## config.mk

```make
export PLATFORM = sky130hd
export DESIGN_NAME = student_ss_gpio
export DESIGN_NICKNAME = d
export VERILOG_FILES = /design/src/rtl/student_ss_gpio.sv
export SDC_FILE = /design/constraint.sdc
export NUM_CORES = 1
export LEC_CHECK = 0
export BUFFER_PORTS_ARGS = -buffer_cell sky130_fd_sc_hd__clkbuf_2
export CAP_MARGIN = 15
export CELL_PAD_IN_SITES_DETAIL_PLACEMENT = 0
export CELL_PAD_IN_SITES_GLOBAL_PLACEMENT = 2
export CORE_MARGIN = 3
export CORE_UTILIZATION = 36
export DETAILED_ROUTE_END_ITERATION = 10
export PLACE_DENSITY_LB_ADDON = 0.1
export SETUP_SLACK_MARGIN = 0.2
export SYNTH_ARGS = -nofsm -noshare
export SYNTH_HDL_FRONTEND = slang
export SYNTH_SLANG_ARGS = --single-unit
```

## constraint.sdc

```tcl
create_clock -name clk_in -period 5.9 [get_ports clk_in]
set_input_delay 0.885 -clock clk_in [delete_from_list [all_inputs] [get_ports clk_in]]
set_output_delay 0.885 -clock clk_in [all_outputs]
set_load 0.005 [all_outputs]
```

## src/rtl/student_ss_gpio.sv

```systemverilog
// student_ss_gpio: APB-mapped GPIO with per-pin direction, atomic set/clear,
// synchronised inputs and edge-triggered W1C interrupts.
// Optional build macro: STUDENT_SS_GPIO_LOOPBACK_EN (ss_ctrl_1[1] feeds
// pmod_gpo back into the input synchroniser instead of pmod_gpi).
module student_ss_gpio #(
  parameter int APB_AW      = 10,
  parameter int APB_DW      = 32,
  parameter int GPIO_W      = 16,
  parameter int SYNC_STAGES = 2
) (
  input  logic                  clk_in,
  input  logic                  reset_int,
  input  logic [APB_AW-1:0]     PADDR,
  input  logic                  PSEL,
  input  logic                  PENABLE,
  input  logic                  PWRITE,
  input  logic [APB_DW-1:0]     PWDATA,
  input  logic [APB_DW/8-1:0]   PSTRB,
  output logic [APB_DW-1:0]     PRDATA,
  output logic                  PREADY,
  output logic                  PSLVERR,
  input  logic                  irq_en_1,
  input  logic [7:0]            ss_ctrl_1,
  output logic                  irq_1,
  input  logic [GPIO_W-1:0]     pmod_gpi,
  output logic [GPIO_W-1:0]     pmod_gpo,
  output logic [GPIO_W-1:0]     pmod_gpio_oe
);

  typedef enum logic {S_IDLE = 1'b0, S_RESP = 1'b1} state_t;

  state_t              r_state;
  state_t              w_state_nxt;
  logic                w_ready;
  logic                w_access;
  logic                w_err;
  logic                w_wr;
  logic [31:0]         w_addr;
  logic [2:0]          w_off;
  logic [APB_DW-1:0]   w_bmask;
  logic [GPIO_W-1:0]   w_m;
  logic [GPIO_W-1:0]   w_wdm;
  logic [GPIO_W-1:0]   w_rd_g;
  logic [APB_DW-1:0]   w_rdata;
  logic [APB_DW-1:0]   r_prdata;
  logic                r_slverr;

  logic [GPIO_W-1:0]   r_out;
  logic [GPIO_W-1:0]   r_dir;
  logic [GPIO_W-1:0]   r_rise_en;
  logic [GPIO_W-1:0]   r_fall_en;
  logic [GPIO_W-1:0]   r_status;
  logic [GPIO_W-1:0]   r_sync [SYNC_STAGES];
  logic [GPIO_W-1:0]   r_hist;
  logic [GPIO_W-1:0]   w_sync_in;
  logic [GPIO_W-1:0]   w_in;
  logic [GPIO_W-1:0]   w_evt;
  logic [GPIO_W-1:0]   w_w1c;
  logic                w_unused;

  // Byte-masked merge used by every plain read/write register.
  function automatic logic [GPIO_W-1:0] f_merge(input logic [GPIO_W-1:0] old_v,
                                                input logic [GPIO_W-1:0] data_m,
                                                input logic [GPIO_W-1:0] mask);
    return (old_v & ~mask) | data_m;
  endfunction

  // APB FSM state register.
  always_ff @(posedge clk_in or posedge reset_int) begin
    if (reset_int) r_state <= S_IDLE;
    else           r_state <= w_state_nxt;
  end

  // APB FSM next state: one wait state, then a single-cycle response.
  always_comb begin
    w_state_nxt = r_state;
    w_ready     = 1'b0;
    case (r_state)
      S_IDLE: if (PSEL && PENABLE) w_state_nxt = S_RESP;
      S_RESP: begin
        w_ready     = 1'b1;
        w_state_nxt = S_IDLE;
      end
      default: w_state_nxt = S_IDLE;
    endcase
  end

  assign w_access = (r_state == S_IDLE) && PSEL && PENABLE;
  assign w_addr   = 32'(PADDR);
  assign w_off    = w_addr[4:2];
  assign w_err    = (w_addr[1:0] != 2'b00) || (w_addr > 32'h1C) ||
                    (PWRITE && (w_off == 3'd2));
  assign w_wr     = w_access && PWRITE && !w_err;

  // Expand byte strobes into a bit mask.
  always_comb begin
    w_bmask = '0;
    for (int b = 0; b < APB_DW/8; b++) w_bmask[b*8 +: 8] = {8{PSTRB[b]}};
  end

  assign w_m   = w_bmask[GPIO_W-1:0];
  assign w_wdm = PWDATA[GPIO_W-1:0] & w_m;

  // Read mux; SET/CLR and unmapped bits read as zero.
  always_comb begin
    w_rd_g = '0;
    case (w_off)
      3'd0:    w_rd_g = r_out;
      3'd1:    w_rd_g = r_dir;
      3'd2:    w_rd_g = w_in;
      3'd3:    w_rd_g = r_rise_en;
      3'd4:    w_rd_g = r_fall_en;
      3'd5:    w_rd_g = r_status;
      default: w_rd_g = '0;
    endcase
    w_rdata = '0;
    w_rdata[GPIO_W-1:0] = w_rd_g;
  end

  // Response registers: loaded on access, cleared after the response cycle.
  always_ff @(posedge clk_in or posedge reset_int) begin
    if (reset_int) begin
      r_prdata <= '0;
      r_slverr <= 1'b0;
    end else if (w_access) begin
      r_prdata <= (w_err || PWRITE) ? '0 : w_rdata;
      r_slverr <= w_err;
    end else if (r_state == S_RESP) begin
      r_prdata <= '0;
      r_slverr <= 1'b0;
    end
  end

  assign PREADY  = w_ready;
  assign PRDATA  = r_prdata;
  assign PSLVERR = r_slverr;

  // Control registers written from the bus, including atomic SET/CLR on OUT.
  always_ff @(posedge clk_in or posedge reset_int) begin
    if (reset_int) begin
      r_out     <= '0;
      r_dir     <= '0;
      r_rise_en <= '0;
      r_fall_en <= '0;
    end else if (w_wr) begin
      case (w_off)
        3'd0:    r_out     <= f_merge(r_out, w_wdm, w_m);
        3'd1:    r_dir     <= f_merge(r_dir, w_wdm, w_m);
        3'd3:    r_rise_en <= f_merge(r_rise_en, w_wdm, w_m);
        3'd4:    r_fall_en <= f_merge(r_fall_en, w_wdm, w_m);
        3'd6:    r_out     <= r_out | w_wdm;
        3'd7:    r_out     <= r_out & ~w_wdm;
        default: ;
      endcase
    end
  end

`ifdef STUDENT_SS_GPIO_LOOPBACK_EN
  assign w_sync_in = ss_ctrl_1[1] ? r_out : pmod_gpi;
`else
  assign w_sync_in = pmod_gpi;
`endif

  // Input synchroniser chain plus one-cycle history for edge detection.
  always_ff @(posedge clk_in or posedge reset_int) begin
    if (reset_int) begin
      for (int i = 0; i < SYNC_STAGES; i++) r_sync[i] <= '0;
      r_hist <= '0;
    end else begin
      r_sync[0] <= w_sync_in;
      for (int i = 1; i < SYNC_STAGES; i++) r_sync[i] <= r_sync[i-1];
      r_hist <= r_sync[SYNC_STAGES-1];
    end
  end

  assign w_in  = r_sync[SYNC_STAGES-1];
  assign w_evt = ((w_in & ~r_hist & r_rise_en) | (~w_in & r_hist & r_fall_en)) &
                 {GPIO_W{ss_ctrl_1[0]}};
  assign w_w1c = (w_wr && (w_off == 3'd5)) ? w_wdm : '0;

  // Sticky event status; a new event beats a same-cycle W1C.
  always_ff @(posedge clk_in or posedge reset_int) begin
    if (reset_int) r_status <= '0;
    else           r_status <= (r_status & ~w_w1c) | w_evt;
  end

  assign irq_1        = irq_en_1 & (|r_status);
  assign pmod_gpo     = r_out;
  assign pmod_gpio_oe = r_dir & {GPIO_W{ss_ctrl_1[0]}};

  assign w_unused = &{1'b0, ss_ctrl_1[7:1], PWDATA, w_bmask};

endmodule

```

After elaboration in Yosys (flattened, before gate mapping)
Index checks and enable logic that the tools add are counted.
{"block": "word_totals", "latchBits": 0, "romBits": 0, "out_inout_bits": 67, "elab_cells": 77, "regBits": 162, "ram_bits": 0, "input_bits": 76, "memories": 0}
{"block": "classes", "n_shift": 0, "n_mux": 11, "bitwise_logic": 27, "eq_ne": 7, "n_mul": 0, "order_cmp": 1, "n_reduce_logical": 20, "div_mod_pow": 0, "addsub": 0}
{"op": "$and 16x16->16", "count": 13}
{"op": "$or 16x16->16", "count": 7}
{"op": "$pmux 16 s6", "count": 1}
{"op": "$not 16->16", "count": 5}
{"op": "$mux 32", "count": 2}
{"op": "$pmux 16 s3", "count": 1}
{"op": "$mux 16", "count": 2}
{"op": "$reduce_or 16->1", "count": 1}
{"op": "$eq 3x3->1 const B", "count": 4}
{"op": "$gt 10x5->1 const B", "count": 1}
{"op": "$reduce_and 2->1", "count": 4}
{"op": "$logic_and 1x1->1", "count": 7}
{"op": "$eq 3x2->1 const B", "count": 2}
{"op": "$mux 1", "count": 4}
{"op": "$reduce_bool 2->1", "count": 2}
{"op": "$eq 3x1->1 const B", "count": 1}
{"op": "$logic_not 3->1", "count": 1}
{"op": "$logic_or 1x1->1", "count": 3}
{"op": "$reduce_bool 3->1", "count": 1}
{"op": "$pmux 1 s2", "count": 1}
{"op": "$and 1x1->1", "count": 1}
{"op": "$logic_not 1->1", "count": 1}
{"op": "$not 1->1", "count": 1}

Longest topological paths before layout
Gate-level depths: netlist of the first run.
{"block": "logic_depth", "ltp_word": 10, "mapped_depth": 7}

Least setup slack after synthesis of the first run
Ideal clock, no wire load.
{"block": "synth_path", "kind": "input to register", "from": "in PADDR[8]", "to": "reg r_out[0], in the netlist pmod_gpo[0]", "cell_stages": 5, "required_ps": 5774, "slack_ps": 3387, "setup_ps": 126, "path_buffers": 2, "t_arrival_ps": 2387, "path_cell_list": "or4_4 -> buf_6 -> or3_1 -> buf_2 -> a221o_1"}
{"block": "synth_via", "elab_chain_len": 6}
{"element": "from (decl)", "line_no": "13", "text": "input logic [APB_AW-1:0] PADDR,"}
{"element": "$gt 10x5->1", "line_no": "91", "text": "assign w_err = (w_addr[1:0] != 2'b00) || (w_addr > 32'h1C) ||"}
{"element": "$logic_or 1x1->1 (2 in series)", "line_no": "91"}
{"element": "$logic_not 1->1", "line_no": "93", "text": "assign w_wr = w_access && PWRITE && !w_err;"}
{"element": "$logic_and 1x1->1", "line_no": "93"}
{"element": "$reduce_and 2->1 (no line)"}
{"element": "to (signal assigned)", "line_no": "147", "text": "3'd0: r_out <= f_merge(r_out, w_wdm, w_m);"}
{"element": "to (signal assigned)", "line_no": "151", "text": "3'd6: r_out <= r_out | w_wdm;"}
{"element": "to (signal assigned)", "line_no": "152", "text": "3'd7: r_out <= r_out & ~w_wdm;"}
{"element": "to (decl)", "line_no": "48", "text": "logic [GPIO_W-1:0] r_out;"}
Every way passes these cells.
A chain may end at the register's enable or synchronous reset.

==> results of run 1 <==
[final cells by class]
class	count	area, µm²
well taps	229	287
flip-flops and latches	146	3650
clock inverters	15	184
repair buffers	106	543
inverters	9	38.8
fillers	1713	10100
clock buffers	17	425
multi-input cells	364	2880
[worst paths after layout]
| check | startpoint | endpoint | slack (ns) | depth (start not counted) |
|---|---|---|---|---|
| worst max-delay path | PADDR[2] | flop | 2.78 | 4 |
| worst min-delay path | r_sync[19] | w_in[3] | 0.35 | 0 |
| worst max register to register | r_state | flop | 3.40 | 5 |
| worst min register to register | r_sync[19] | w_in[3] | 0.35 | 0 |
| max in group asynchronous | reset_int | r_status[15] | 3.99 | 3 |
| min in group asynchronous | reset_int | r_sync[30] | 0.62 | 2 |
[cells in the final DEF, fill, tap and decap left out, drive strengths merged, types with 7 or more instances in the layout]
cell,instances
a21oi,15
a221o,8
a22o,17
and2,24
clkbuf,118
clkinv,7
conb,16
dfrtp,146
inv,11
mux2,58
mux2i,11
mux4,11
nand2,44
nand3,23
nand3b,30
nor2,9
nor3b,9
nor4,17
o21ai,26
[metal layers]
layer  wire (µm)  up-vias  GRT usage (%)
met4         108        0           5.55
met2        8360      130           28.0
met3         879        8           3.22
met5           0        -              0
li1            -     2188              -
met1        8660     2418           26.8
[stage by stage]
step	power, mW	util, %	area [µm²]	worst slack, ns	instances
after global placement	1.18	40.8	7400	2.33	854
after detailed placement	1.19	40.8	7400	2.33	854
final	2.27	44.1	8010	2.78	886
after floorplan	1.13	-	6790	1.09	559
after global routing	2.36	44.1	8010	2.68	886
after CTS	2.30	44.1	8010	2.78	886
[kinds of logic (layout without fill, tap and decap cells)]
logic type | count (synthesis) | after routing | share of synthesized area [%]
buf+inv | 49 | 147 | 3.99
mux | 80 | 80 | 15.0
xor+xnor | 1 | 1 | 0.130
compound gates | 88 | 88 | 9.10
other cells | 1 | 16 | 0.0557
flops | 146 | 146 | 54.3
simple gates | 179 | 179 | 17.4
[power by group through the flow]
stage	sequential, mW	clock [mW]	combinational [mW]
final	1.04	1.11	0.128
after global routing	1.04	1.17	0.143
after CTS	1.04	1.14	0.132
after detailed placement	1.05	0	0.132
after global placement	1.05	0	0.130
after floorplan	1.05	0	0.0821
[worst max-delay path, cell delays in order]
cell	delay (ns)
clkbuf_2	0.69
nand4_1	0.51
nor3_2	0.91
mux2_2	0.41
==> flow_summary_export.csv, run 1 <==
group,metric,value,unit
run_status,outcome,"finished, final reports clean",
global_route,grt_max_degree,91,
critical_path,path_class,"primary input to flop",
critical_path,required,6.20,ns
pwr,power_switching,0.541,mW
timing,skew,0.00761,ns
finish,antennaDiodeCount,0,
pwr,seq_power_share,45.6,%
synth,synth_cell_types,50,
clock_network,cts_tree,"yes",
timing,setup_viol,0,
timing,final.period_utilization,52.8,%
pwr,swShare,23.8,%
synth,ys.flop_type,"dfrtp_1",
timing,fmax,0.321,GHz
clock_network,htree_levels,4,
placed_design,port-buffer-count,101,
critical_path,crit_fanout,31,
global_route,grt_pass1_wl,28.5,mm
pwr,power.leakage,3.77,nW
timing,setup-tns-final,0,ns
route,wl_per_cell,20.3,µm
route,vias,4744,
global_route,first_global_vias,4858,
timing,worst_pin_slew,1.03,ns
synth,synth_seq_area_share,54.3,%
finish,layout-drive-gt1-share,35.0,%
timing,whs,0.349,ns
synth,avgSynthCellArea,12.4,µm²
timing,report.final.slew_viol_count,0,
clock_network,cts.sinks,146,
finish,final_nets,720,
global_route,grt_use_total,18.4,%
finish,area_delta_synth_final,18.9,%
route,ant_nets,0,
synth,synth-seq-cells,146,
timing,max-slew-margin-rel,30.9,%
clock_network,cts_setup_buffers,0,
synth,yosysMostFrequentCell,"dfrtp_1",
floorplan,fp.dieH,143,µm
placed_design,gp_congestion,0.751,
clock_network,cts_repair_resize_count,0,
synth,synthTopCellsByCount,"dfrtp_1, mux2_2, nand2_1, nand3b_1, o21ai_0",
clock_network,root_buffer,"clkbuf_16",
pwr,pwr-share-comb,5.6,%
floorplan,start_util,37.1,%
route,firstDrtPassIters,4,
synth,yosysWarnings,0,
timing,fin_crit,3.12,ns
critical_path,cp.arrival,3.42,ns
synth,yosys-top-cells-area,"dfrtp_1, mux2_2, mux4_2",
pwr,intPower,1.73,mW
pwr,p_clk_share,48.8,%
pwr,power.density,284,nW/µm²
synth,synthCells,544,
placed_design,dpl.hpwl,12.3,mm
floorplan,fp.dieW,143,µm
min_path,hold_path_class,"flop to flop",
global_route,antenna_found_initial,0,
floorplan,core_area,18100,µm²
clock_network,clock_path_buffers,2,
timing,final-hold-violation-count,0,
pwr,ir_drop,198,µV
floorplan,rows,49,
clock_network,cts_made_buffers,17,
floorplan,die-area,20400,µm²
synth,async_flop_share,100,%
synth,yosysTopAreaCellShare,54.3,%
clock_network,insertion_delay,0.42,ns
route,drc_errors,0,
global_route,grt-ovfl-total,0,
timing,grt_setup_unrepaired,"false",
critical_path,worstSetupEndpointType,"flop",
synth,synth-edff-count,0,
synth,yosysTopAreaCell,"dfrtp_1",
run,drv_cap,0,
floorplan,pin_count,143,
clock_network,clkSlewWorstSetupHoldPaths,0.06,ns
synth,syn-cell-area,6730,µm²
clock_network,ctsHoldBuffers,0,
critical_path,crit_path_start_kind,"primary input",
route,wirelength,18.0,mm
route,viasPerCell,5.35,
route,drt_iter0_drc,307,
(Power assumes the default switching activity.)
==> run 2: changes to the inputs <==
--- a/config.mk
+++ b/config.mk
@@ -10,7 +10,7 @@
 export CELL_PAD_IN_SITES_DETAIL_PLACEMENT = 0
 export CELL_PAD_IN_SITES_GLOBAL_PLACEMENT = 2
 export CORE_MARGIN = 3
-export CORE_UTILIZATION = 36
+export CORE_UTILIZATION = 33
 export DETAILED_ROUTE_END_ITERATION = 10
 export PLACE_DENSITY_LB_ADDON = 0.1
 export SETUP_SLACK_MARGIN = 0.2
==> constraint.sdc (replaced) <==
create_clock -name clk_in -period 2.5 [get_ports clk_in]
set_input_delay 0.375 -clock clk_in [delete_from_list [all_inputs] [get_ports clk_in]]
set_output_delay 0.375 -clock clk_in [all_outputs]
set_load 0.005 [all_outputs]
==> run 2 against run 1 <==
Against the previous run: clock skew shrank 0.0015 ns; count of clock-buffer cells in the layout is the same; via count grew 1.3%.
==> flow_summary_export.csv, run 2 (synthesis gave the netlist of run 1 again) <==
group,metric,value,unit
run_status,outcome,"finished, final reports clean",
global_route,grt_pass1_wl,30.0,mm
placed_design,placed_cell_area,7680,µm²
global_route,antenna_found_initial,0,
placed_design,port-buffer-count,101,
finish,layout-drive-gt1-share,37.2,%
route,firstDrtPassIters,4,
floorplan,die-area,22200,µm²
timing,grt_setup_unrepaired,"false",
route,drc_errors,0,
timing,final-hold-violation-count,0,
clock_network,htree_levels,4,
floorplan,fp.dieH,149,µm
clock_network,clock_path_buffers,2,
finish,final_nets,748,
pwr,power.density,646,nW/µm²
floorplan,core_area,19800,µm²
finish,final_common_cell,"dfrtp_1",
placed_design,gp_congestion,0.767,
clock_network,cts.sinks,146,
route,wl_per_cell,19.9,µm
timing,max-slew-margin-rel,58.5,%
timing,setup-tns-final,0,ns
finish,final_area,8270,µm²
critical_path,path_class,"flop to output port",
route,drt_iter0_drc,255,
run,drv_cap,0,
global_route,first_global_vias,5103,
global_route,grt-ovfl-total,0,
timing,skew,0.00609,ns
finish,area_delta_synth_final,22.8,%
placed_design,pre_cts_ws,0.193,ns
clock_network,cts_repair_resize_count,0,
timing,whs,0.0380,ns
route,viasPerCell,5.07,
critical_path,crit_path_start_kind,"flop",
clock_network,cts_made_buffers,17,
floorplan,rows,51,
timing,worst_pin_slew,0.622,ns
clock_network,insertion_delay,0.42,ns
route,vias,4804,
pwr,ir_drop,428,µV
timing,setup_viol,0,
timing,fin_crit,2.15,ns
global_route,grt_max_degree,95,
clock_network,clkSlewWorstSetupHoldPaths,0.06,ns
finish,antennaDiodeCount,0,
clock_network,root_buffer,"clkbuf_16",
critical_path,r2r_slack,0.43,ns
critical_path,required,2.12,ns
timing,setup_ws,0.348,ns
route,wirelength,18.9,mm
clock_network,cts_tree,"yes",
clock_network,cts_setup_buffers,0,
timing,report.final.slew_viol_count,0,
placed_design,dp_cells,918,
placed_design,dpl.hpwl,13.2,mm
finish,mostFrequentLayoutCells,"dfrtp_1, clkbuf_2, mux2_2",
route,ant_nets,0,
finish,fin_cells,948,
clock_network,ctsHoldBuffers,0,
min_path,hold_path_class,"primary input to async pin",
pwr,power.leakage,3.91,nW
critical_path,worstSetupEndpointType,"output port",
floorplan,start_util,34.0,%
floorplan,pin_count,143,
global_route,grt_use_total,18.0,%
floorplan,fp.dieW,149,µm
critical_path,cp.arrival,1.78,ns
timing,final.period_utilization,86.1,%
timing,fmax,0.465,GHz
critical_path,crit_fanout,3,
run 2: cell count changes in the layout (fill, tap and decap cells not counted):
cell | before | now
clkinvlp_4 | 3 | 4
inv_6 | 3 | 2
nor4_2 | 2 | 1
clkinv_4 | 5 | 2
buf_12 | 0 | 3
clkinv_2 | 2 | 3
buf_4 | 5 | 30
nor2_2 | 1 | 0
nor2_1 | 8 | 9
nor4_1 | 7 | 8
run 2: area by class of cell:
class                      count  area, µm²
clock inverter                13        163
inverter                       9       37.5
clock buffer                  17        425
sequential                   146       3650
multi-input combinational    364       2870
fill                        1945      11500
tap                          265        332
timing repair buffer         134        791
run 2: final timing paths:
kind / startpoint / end / cells past startpoint
max: r_status[11] / irq_1 / 3
min: reset_int / r_hist[13] / 3
min reg2reg: r_sync[20] / w_in[4] / 0
max in group asynchronous: reset_int / pmod_gpo[3] / 3
min in group clk_in: pmod_gpi[13] / r_sync[29] / 1
max reg2reg: r_state / flop / 6
run 2: stage by stage:
step	util (%)	power (mW)
floorplan	-	2.67
global placement	38.8	2.82
detailed placement	38.8	2.82
CTS	41.8	5.42
global route	41.8	5.55
finish	41.8	5.34
run 2: layer usage:
| metal | wire (µm) | GRT usage (%) |
|---|---|---|
| met3 | 915 | 3.92 |
| met2 | 8730 | 26.8 |
| met4 | 121 | 4.71 |
| met5 | 0 | 0 |
| met1 | 9130 | 26.6 |
run 2: worst max-delay path, stage by stage, from the launching register on:
cell and delay [ns]:
dfrtp_1 0.40, nor4_1 0.51, a41oi_1 0.27, clkbuf_2 0.18
run 2: power by group:
part	internal [mW]	switching, mW
Sequential	2.41	0.0327
Combinational	0.114	0.209
Clock	1.56	1.01
